$ cat src/rtl/serial_subtractor.sv
// Bit-serial subtractor: computes a - b - bin one bit per clock, LSB first,
// through a single full-subtractor cell and a borrow flop, with start/done handshake.
module serial_subtractor #(
    parameter int WIDTH = 4
) (
    input  logic             clk,
    input  logic             rst_n,
    input  logic             start,
    input  logic [WIDTH-1:0] a,
    input  logic [WIDTH-1:0] b,
    input  logic             bin,
    output logic             busy,
    output logic             done,
    output logic [WIDTH-1:0] diff,
    output logic             bout
);

    localparam int CW = $clog2(WIDTH);
    localparam logic [CW-1:0] LAST_BIT = CW'(WIDTH - 1);

    typedef enum logic [1:0] {
        IDLE = 2'd0,
        RUN  = 2'd1,
        DONE = 2'd2
    } state_t;

    state_t           state_r;
    logic [WIDTH-1:0] a_sh_r;
    logic [WIDTH-1:0] b_sh_r;
    logic [WIDTH-1:0] res_sh_r;
    logic             brw_r;
    logic [CW-1:0]    cnt_r;
    logic             busy_r;
    logic             done_r;
    logic [WIDTH-1:0] diff_r;
    logic             bout_r;

    logic             d_s;
    logic             brw_next_s;

    function automatic logic fs_diff(input logic x, input logic y, input logic bi);
        return x ^ y ^ bi;
    endfunction

    function automatic logic fs_borrow(input logic x, input logic y, input logic bi);
        return (~x & y) | (~(x ^ y) & bi);
    endfunction

    // Full-subtractor cell on the current LSBs of the operand shifters.
    always_comb begin
        d_s        = fs_diff(a_sh_r[0], b_sh_r[0], brw_r);
        brw_next_s = fs_borrow(a_sh_r[0], b_sh_r[0], brw_r);
    end

    // Control FSM, operand/result shifters and registered outputs.
    always_ff @(posedge clk or negedge rst_n) begin
        if (!rst_n) begin
            state_r  <= IDLE;
            a_sh_r   <= '0;
            b_sh_r   <= '0;
            res_sh_r <= '0;
            brw_r    <= 1'b0;
            cnt_r    <= '0;
            busy_r   <= 1'b0;
            done_r   <= 1'b0;
            diff_r   <= '0;
            bout_r   <= 1'b0;
        end else begin
            case (state_r)
                IDLE: begin
                    done_r <= 1'b0;
                    if (start) begin
                        a_sh_r   <= a;
                        b_sh_r   <= b;
                        brw_r    <= bin;
                        res_sh_r <= '0;
                        cnt_r    <= '0;
                        busy_r   <= 1'b1;
                        state_r  <= RUN;
                    end else begin
                        busy_r   <= 1'b0;
                        state_r  <= IDLE;
                    end
                end
                RUN: begin
                    a_sh_r   <= {1'b0, a_sh_r[WIDTH-1:1]};
                    b_sh_r   <= {1'b0, b_sh_r[WIDTH-1:1]};
                    res_sh_r <= {d_s, res_sh_r[WIDTH-1:1]};
                    brw_r    <= brw_next_s;
                    cnt_r    <= cnt_r + CW'(1);
                    if (cnt_r == LAST_BIT) begin
                        diff_r  <= {d_s, res_sh_r[WIDTH-1:1]};
                        bout_r  <= brw_next_s;
                        busy_r  <= 1'b0;
                        done_r  <= 1'b1;
                        state_r <= DONE;
                    end else begin
                        busy_r  <= 1'b1;
                        done_r  <= 1'b0;
                        state_r <= RUN;
                    end
                end
                DONE: begin
                    // start is deliberately not looked at here; it is not queued.
                    busy_r  <= 1'b0;
                    done_r  <= 1'b0;
                    state_r <= IDLE;
                end
                default: begin
                    busy_r  <= 1'b0;
                    done_r  <= 1'b0;
                    state_r <= IDLE;
                end
            endcase
        end
    end

    assign busy = busy_r;
    assign done = done_r;
    assign diff = diff_r;
    assign bout = bout_r;

endmodule

$ cat config.mk
export PLATFORM = sky130hd
export DESIGN_NAME = serial_subtractor
export DESIGN_NICKNAME = d
export VERILOG_FILES = /design/src/rtl/serial_subtractor.sv
export SDC_FILE = /design/constraint.sdc
export NUM_CORES = 1
export LEC_CHECK = 0
export BUFFER_PORTS_ARGS = -buffer_cell sky130_fd_sc_hd__buf_2
export CAP_MARGIN = 20
export CORE_MARGIN = 2
export CORE_UTILIZATION = 47
export CTS_CLUSTER_DIAMETER = 30
export DETAILED_ROUTE_END_ITERATION = 12
export PLACE_DENSITY = 0.68
export SYNTH_ARGS = -nofsm -noshare
export SYNTH_HDL_FRONTEND = slang
export SYNTH_SLANG_ARGS = --single-unit
$ cat constraint.sdc
create_clock -name clk -period 1.2 [get_ports clk]
set_clock_uncertainty 0.05 [all_clocks]
set_input_delay 0.12 -clock clk [delete_from_list [all_inputs] [get_ports clk]]
set_output_delay 0.12 -clock clk [all_outputs]
set_load 0.1 [all_outputs]
==> flow_metrics.py, run 1 <==
metrics = {
    "timing": {
        "max_slew.worst_pin.slew_ps": 454,
        "fin_setup_tns_ps": -2150,
        "max_freq_mhz": 741,
        "rsz0062_at_grt": "yes",
        "final_max_slew_viol_count": 0,
        "finalCriticalPeriod_ps": 1350,
        "finalCritPeriodShare_pct": 112,
        "setup_viol": 21,
        "finalHoldViolCount": 0,
        "setup_slack_ps": -150,
        "relSlewSlack_pct": 69.7,
    },
    "worst_setup_path": {
        "end_kind": "register",
        "path_max_fanout": 7,
        "path_class": "register to register",
        "start_kind": "register",
        "reg2reg_slack_ps": -150,
        "critPathArrivalTime_ps": 1510,
        "cp.required_ps": 1360,
    },
    "grt": {
        "grt_max_degree": 22,
        "overflow": 0,
        "grt_pass1_wl_um": 3280,
        "antenna_found_initial": 0,
        "grt_pass1_vias": 677,
        "grt_use_total_pct": 18.3,
    },
    "logic_synthesis": {
        "syn_inst": 69,
        "synth_area_leader_cell": "dfrtp_1",
        "synth_area_leaders": "dfrtp_1, mux2_4, a22o_1",
        "yosys_warnings": 0,
        "syn_area_per_cell_um2": 14.1,
        "seq_area_frac_synth_pct": 53.8,
        "synth.distinct_cells": 26,
        "synth_most_common_cell": "dfrtp_1",
        "yosys_most_used_dff": "dfrtp_1",
        "synthesis.nets": 83,
        "synth_area_um2": 976,
        "async_flop_share_pct": 100,
        "synth_edf_count": 0,
        "synth_top_area_share_pct": 53.8,
        "ys_top_cells_by_count": "dfrtp_1, inv_1, a22o_1, mux2_4",
        "ys_seq_elements": 21,
    },
    "detailed_routing": {
        "wire_per_inst_um": 15.5,
        "routed_wl_um": 2040,
        "ant_nets": 0,
        "drc": 0,
        "routed_via_density": 5.38,
        "drt_pass1_iterations": 4,
        "drt_iter0_drc": 8,
        "num_vias": 705,
    },
    "place": {
        "io_buffers": 18,
        "place_congestion": 0.732,
        "dp_hpwl_um": 1350,
    },
    "die": {
        "core.rowCount": 16,
        "ios": 19,
        "die_h_um": 49.6,
        "die_w_um": 49.6,
        "initial_core_util_pct": 49.7,
        "core_um2": 1960,
        "die_area_um2": 2460,
    },
    "clocking": {
        "insertion_delay_ps": 300,
        "cts_root_buffer": "clkbuf_4",
        "htreeDepth": 1,
        "cts_tree": "yes",
        "clock-sinks": 21,
        "numCtsBuffers": 3,
        "cts.path.max_buffers": 2,
        "clkTransAtPathRegs_ps": 110,
    },
    "worst_hold_path": {
        "hold_class": "input pin to register",
    },
    "status": {
        "status": "finished with violations",
        "violations": "negative setup slack",
    },
    "flow_run": {
        "maxCapViolations": 0,
    },
    "layout": {
        "antenna_cells": 0,
        "drive_gt1_share_pct": 51.9,
        "fillCellCount": 150,
        "area_growth_pct": 41.7,
        "fin_nets": 119,
    },
}
cells by family (layout without fill, tap and decap cells):
group / count (synthesis) / after routing / share of synthesized area (%)
AOI/OAI and AO/OA: 16 / 17 / 16.2
and+or+nand+nor: 15 / 15 / 13.1
adders and majority gates: 2 / 2 / 3.33
DFF: 21 / 21 / 53.8
buffers and inverters: 9 / 43 / 5.38
muxes: 6 / 6 / 8.21
cell type report:
class | instances | area [um^2] | share of cell area [%]
multi-input cells | 40 | 432 | 31.2
clock inverters | 1 | 5.00 | 0.362
well taps | 27 | 33.8 | 2.44
inverters | 6 | 22.5 | 1.63
flip-flops and latches | 21 | 534 | 38.6
repair buffers | 33 | 333 | 24.1
clock buffers | 3 | 22.5 | 1.63
critical path, stage by stage (launching register included):
cell	delay, ps
dfrtp_4	530
or4b_4	540
o221a_4	130
layout by cell type (no fill, tap or decap), drive strengths merged:
master | synthesis | routed
a22o | 4 | 4
dlygate4sd3 | 0 | 2
a32o | 1 | 1
or2b | 1 | 1
fa | 1 | 1
or4b | 3 | 3
a221o | 1 | 1
o221a | 3 | 3
nor2 | 1 | 1
nor3b | 3 | 3
mux2 | 4 | 4
a21oi | 1 | 1
o21bai | 1 | 2
inv | 6 | 6
nor2b | 2 | 2
dfrtp | 21 | 21
clkinv | 0 | 1
o21ba | 1 | 1
a222oi | 2 | 2
nor4b | 2 | 2
ha | 1 | 1
and2b | 1 | 1
and2 | 1 | 1
clkbuf | 0 | 3
nand3b | 1 | 1
buf | 3 | 31
mux2i | 2 | 2
a211oi | 2 | 2
per-stage QoR:
| stage | utilization (%) | setup slack, ps | instance area, um^2 | instances | hold WS [ps] |
|---|---|---|---|---|---|
| 3_5_place_dp | 64.7 | -146 | 1270 | 120 | 45.7 |
| 6_report | 70.5 | -150 | 1380 | 131 | 82.1 |
| 5_1_grt | 70.5 | -186 | 1380 | 131 | 56.1 |
| 2_1_floorplan | - | -254 | 991 | 69 | -226 |
| 4_1_cts | 69.1 | -145 | 1360 | 130 | 62.4 |
| 3_3_place_gp | 64.7 | -130 | 1270 | 120 | 43.4 |
path summary, 6_finish.rpt:
path,from,end,cells after the start
max,state_r[0],a_sh_r[2],2
min,b[0],b_sh_r[0],3
max reg2reg,state_r[0],a_sh_r[2],2
min reg2reg,b_sh_r[3],b_sh_r[3],1
max in group asynchronous,rst_n,done,2
min in group asynchronous,rst_n,a_sh_r[2],2
layer usage:
metal | vias up | global-route usage (%) | share of wire, %
met2 | 17 | 26.2 | 48
met4 | 0 | 9.26 | 1.9
li1 | 335 | - | -
met1 | 349 | 25.1 | 46
met3 | 4 | 5.76 | 3.9
met5 | - | 0 | 0
flip-flops by register name, indices dropped and copies added, names as in the netlist:
signal,flops
diff,4
done,1
brw_r,1
cnt_r,2
a_sh_r,4
state_r,1
bout,1
b_sh_r,4
res_sh_r,3
timing repair:
item | in CTS | in global routing
setup buffers | 3 | 1
hold buffers | 2 | 0
hold endpoints to repair | 22 | 0
setup endpoints to repair | 21 | 22
pin swaps | 4 | 3
cloned | 1 | 0
gates resized for setup | 4 | 4
Power of run 1 is not shown: default switching activity piles up to over one toggle a cycle in this logic, so the estimate is an artifact.
==> run 2, diff against run 1 <==
--- a/config.mk
+++ b/config.mk
@@ -12,6 +12,7 @@
 export CTS_CLUSTER_DIAMETER = 30
 export DETAILED_ROUTE_END_ITERATION = 12
 export PLACE_DENSITY = 0.68
+export RECOVER_POWER = 25
 export SYNTH_ARGS = -nofsm -noshare
 export SYNTH_HDL_FRONTEND = slang
 export SYNTH_SLANG_ARGS = --single-unit
==> flow_metrics.py, run 2 (synthesis results as in run 1) <==
metrics = {
    "detailed_routing": {
        "wl_met1_um": 934,
        "wl_met2_um": 983,
        "drc": 0,
        "wl_met3_um": 80,
        "drt_pass1_iterations": 4,
        "routed_via_density": 5.38,
        "ant_nets": 0,
        "routed_wl_um": 2040,
        "drt_iter0_drc": 8,
        "wire_per_inst_um": 15.5,
        "num_vias": 705,
        "top_layer_used": "met4",
    },
    "layout": {
        "antenna_cells": 0,
        "drive_gt1_share_pct": 51.9,
        "fin_nets": 119,
        "final_cells": 131,
        "mostFrequentLayoutCell": "dfrtp_1",
        "area_growth_pct": 41.7,
        "fillCellCount": 150,
        "layout_common_cells": "dfrtp_1, buf_2, buf_4, buf_12",
    },
    "grt": {
        "grt_max_degree": 22,
        "antenna_found_initial": 0,
        "overflow": 0,
        "grt_pass1_wl_um": 3280,
        "grt_use_total_pct": 18.3,
        "grt_pass1_vias": 677,
    },
    "timing": {
        "setup_slack_ps": -150,
        "final_max_slew_viol_count": 0,
        "finalCriticalPeriod_ps": 1350,
        "finalCritPeriodShare_pct": 113,
        "rsz0062_at_grt": "yes",
        "relSlewSlack_pct": 66.3,
        "max_freq_mhz": 741,
        "max_slew.worst_pin.slew_ps": 506,
        "setup_viol": 21,
        "finalHoldViolCount": 0,
    },
    "status": {
        "violations": "negative setup slack",
        "status": "finished with violations",
    },
    "die": {
        "die_h_um": 49.6,
        "core_um2": 1960,
        "initial_core_util_pct": 49.7,
        "ios": 19,
        "die_area_um2": 2460,
        "core.rowCount": 16,
        "die_w_um": 49.6,
    },
    "worst_setup_path": {
        "start_kind": "register",
        "max_stage_delay_ps": 540,
        "end_kind": "register",
        "path_class": "register to register",
        "path_max_fanout": 7,
        "critPathArrivalTime_ps": 1510,
        "cp.required_ps": 1360,
        "cp_slowest_cell": "or4b_4",
        "crit_chain": "or4b_4 > o221a_4",
    },
    "clocking": {
        "numCtsBuffers": 3,
        "clock-sinks": 21,
        "htreeDepth": 1,
        "cts_root_buffer": "clkbuf_4",
        "insertion_delay_ps": 300,
        "cts_tree": "yes",
        "clkTransAtPathRegs_ps": 110,
        "cts.path.max_buffers": 2,
    },
    "place": {
        "io_buffers": 18,
        "dp_hpwl_um": 1350,
        "place_congestion": 0.732,
        "place_inst": 120,
    },
    "flow_run": {
        "maxCapViolations": 0,
    },
    "worst_hold_path": {
        "hold_class": "input pin to register",
    },
}
==> run 2: cell count changes in the layout (fill, tap and decap cells not counted), sizes merged <==
cell / change
buf: -1
clkbuf: +1
==> run 2: critical path: cells and delay by family (launching register included) <==
family          cells  cell delay [ps]
compound gates      1              130
flops               1              530
simple gates        1              540
==> run 2: timing repair <==
| action | in CTS | in global routing |
|---|---|---|
| pin swaps | 4 | 3 |
| endpoints found under the hold margin | 22 | 0 |
| endpoints found under the setup margin | 21 | 22 |
| setup buffers | 3 | 1 |
| hold buffers | 2 | 0 |
| cloned | 1 | 0 |
| gates resized for setup | 4 | 4 |
==> run 2: final timing paths <==
path / to / slack [ps] / start / cells after the start
worst max-delay path: a_sh_r[2] / -150 / state_r[0] / 2
worst min-delay path: b_sh_r[0] / 80 / b[0] / 3
worst max register to register: a_sh_r[2] / -150 / state_r[0] / 2
worst min register to register: b_sh_r[3] / 460 / b_sh_r[3] / 1
max in group asynchronous: done / 470 / rst_n / 2
min in group asynchronous: a_sh_r[2] / 240 / rst_n / 2
==> run 2: layer usage <==
| layer | track usage (%) | vias up |
|---|---|---|
| met4 | 9.26 | 0 |
| li1 | - | 335 |
| met2 | 26.2 | 17 |
| met3 | 5.76 | 4 |
| met1 | 25.1 | 349 |
| met5 | 0 | - |
==> run 2: through the flow <==
stage                     hold slack [ps]  util, %  setup TNS, ps  setup WS [ps]  cell area (um^2)
after floorplan                      -226        -          -3760           -254               991
after CTS                            62.4     69.1          -2110           -145              1360
final                                82.1     70.5          -2150           -150              1380
after global routing                 56.1     70.5          -3070           -186              1380
after global placement               43.4     64.7          -1330           -130              1270
after detailed placement             45.7     64.7          -1570           -146              1270
==> run 2: final cells by class <==
class	count	area, um^2	share of cell area [%]
clock buffers	3	22.5	1.63
clock inverters	1	5.00	0.362
inverters	6	22.5	1.63
multi-input cells	40	432	31.2
flip-flops and latches	21	534	38.6
well taps	27	33.8	2.44
repair buffers	33	333	24.1
Power of run 2 is left out for the same reason.
==> run 3, diff against run 2 <==
--- a/config.mk
+++ b/config.mk
@@ -13,6 +13,7 @@
 export DETAILED_ROUTE_END_ITERATION = 12
 export PLACE_DENSITY = 0.68
 export RECOVER_POWER = 25
+export REMOVE_ABC_BUFFERS = 1
 export SYNTH_ARGS = -nofsm -noshare
 export SYNTH_HDL_FRONTEND = slang
 export SYNTH_SLANG_ARGS = --single-unit
==> flow_metrics.py, run 3 (synthesis results as in run 1) <==
metrics = {
    "die": {
        "die_w_um": 49.6,
        "die_area_um2": 2460,
        "core.rowCount": 16,
        "core_um2": 1960,
        "die_h_um": 49.6,
        "initial_core_util_pct": 49.7,
        "ios": 19,
    },
    "layout": {
        "area_growth_pct": 57.7,
        "multiInputGateArea_um2": 503,
        "seq_area_um2": 528,
        "postLayoutCoreUtil_pct": 78.4,
        "fin_nets": 126,
        "layout_common_cells": "dfrtp_1, buf_4, buf_2, buf_6, buf_12",
        "design_area_um2": 1540,
        "mostFrequentLayoutCell": "dfrtp_1",
        "fillCellCount": 136,
        "drive_gt1_share_pct": 63.1,
        "antenna_cells": 0,
    },
    "worst_setup_path": {
        "end_kind": "register",
        "path_max_fanout": 6,
        "worstReg2RegStart": "state_r[0]",
        "path_class": "register to register",
        "cp-startpoint": "state_r[0]",
        "cp.required_ps": 1360,
        "start_kind": "register",
        "critPathArrivalTime_ps": 1480,
        "worstRegToRegCells": 3,
    },
    "status": {
        "violations": "negative setup slack",
        "status": "finished with violations",
    },
    "clocking": {
        "cts.path.max_buffers": 2,
        "cts_root_buffer": "clkbuf_4",
        "clock-sinks": 21,
        "htreeDepth": 1,
        "insertion_delay_ps": 310,
        "numCtsBuffers": 3,
        "cts_tree": "yes",
        "clkTransAtPathRegs_ps": 120,
    },
    "timing": {
        "finalCriticalPeriod_ps": 1320,
        "relSlewSlack_pct": 65.5,
        "max_slew.worst_pin.slew_ps": 517,
        "final_max_slew_viol_count": 0,
        "setup_viol": 18,
        "max_freq_mhz": 756,
        "rsz0062_at_grt": "yes",
        "setup_slack_ps": -122,
        "finalCritPeriodShare_pct": 110,
        "finalHoldViolCount": 0,
    },
    "detailed_routing": {
        "drt_pass1_iterations": 4,
        "drc": 0,
        "routed_wl_um": 2310,
        "ant_nets": 0,
        "drt_iter0_drc": 11,
        "routed_via_density": 5.37,
        "wire_per_inst_um": 16.8,
        "num_vias": 741,
    },
    "grt": {
        "busiest_layer": "met2",
        "grt_pass1_vias": 772,
        "grt_max_degree": 22,
        "overflow": 0,
        "use_met3_pct": 6.36,
        "use_met1_pct": 24.9,
        "antenna_found_initial": 0,
        "grt_pass1_wl_um": 3600,
        "grt_use_met2_pct": 33.1,
        "grt_use_total_pct": 19.4,
    },
    "place": {
        "place_congestion": 0.758,
        "dp_hpwl_um": 1360,
        "post_dp_cell_area_um2": 1250,
        "io_buffers": 18,
    },
    "flow_run": {
        "maxCapViolations": 0,
    },
    "power_and_ir_drop": {
        "p_leak_uw": 0.000743,
        "p_per_area_nw_per_um2": 3290,
        "vdd_drop_max_mv": 1.98,
        "p_total_uw": 5060,
    },
    "worst_hold_path": {
        "hold_class": "input pin to register",
        "worstHoldStart": "b[3]",
        "whs_path_depth": 2,
    },
}
## run 3: changes by cell type in the layout (fill, tap and decap cells not counted), sizes merged
cell | before | now
buf | 30 | 39
dlygate4sd3 | 2 | 1
o21bai | 2 | 1
## run 3: routing by layer
layer / routed length, um / part of all wire [%]
met2: 1220 / 53
met4: 53 / 2.3
met3: 103 / 4.5
met1: 937 / 40
met5: 0 / 0
## run 3: power breakdown
part           internal (uW)  switching, uW
Clock                    125            217
Sequential              1050            319
Combinational           1710           1650
## run 3: area by class of cell
| type | count | share of cell area, % |
|---|---|---|
| flip-flops and latches | 21 | 34.3 |
| inverters | 6 | 1.46 |
| clock buffers | 3 | 1.46 |
| clock inverters | 1 | 0.325 |
| multi-input cells | 39 | 32.7 |
| well taps | 27 | 2.20 |
| repair buffers | 41 | 27.6 |
## run 3: stage by stage
step | hold slack (ps) | setup slack [ps] | instances | setup TNS (ps)
global placement | 50.3 | -139 | 121 | -1090
detailed placement | 50.2 | -211 | 121 | -1750
CTS | 12.7 | -119 | 132 | -641
global route | 9.99 | -161 | 138 | -1970
floorplan | -226 | -725 | 66 | -13240
finish | 16.3 | -122 | 138 | -1090
## run 3: repair_timing
action | CTS | global route
gates resized for setup | 18 | 17
endpoints found under the hold margin | 21 | 0
buffers inserted | 6 | 6
pin swaps | 10 | 11
hold buffers | 1 | 0
setup endpoints to repair | 21 | 21
## run 3: path summary, 6_finish.rpt
check                        endpoint  slack [ps]
max                         a_sh_r[0]        -120
min                         b_sh_r[3]          20
max reg2reg                 a_sh_r[0]        -120
min reg2reg                 b_sh_r[3]         460
max in group asynchronous  state_r[0]         470
min in group asynchronous   a_sh_r[1]         240
## run 3: critical path, stage by stage (launching register included)
cell and delay [ps]:
dfrtp_2 460, buf_6 160, or2b_4 300, o221a_2 250
No activity file was read; power rests on OpenSTA's default activity.
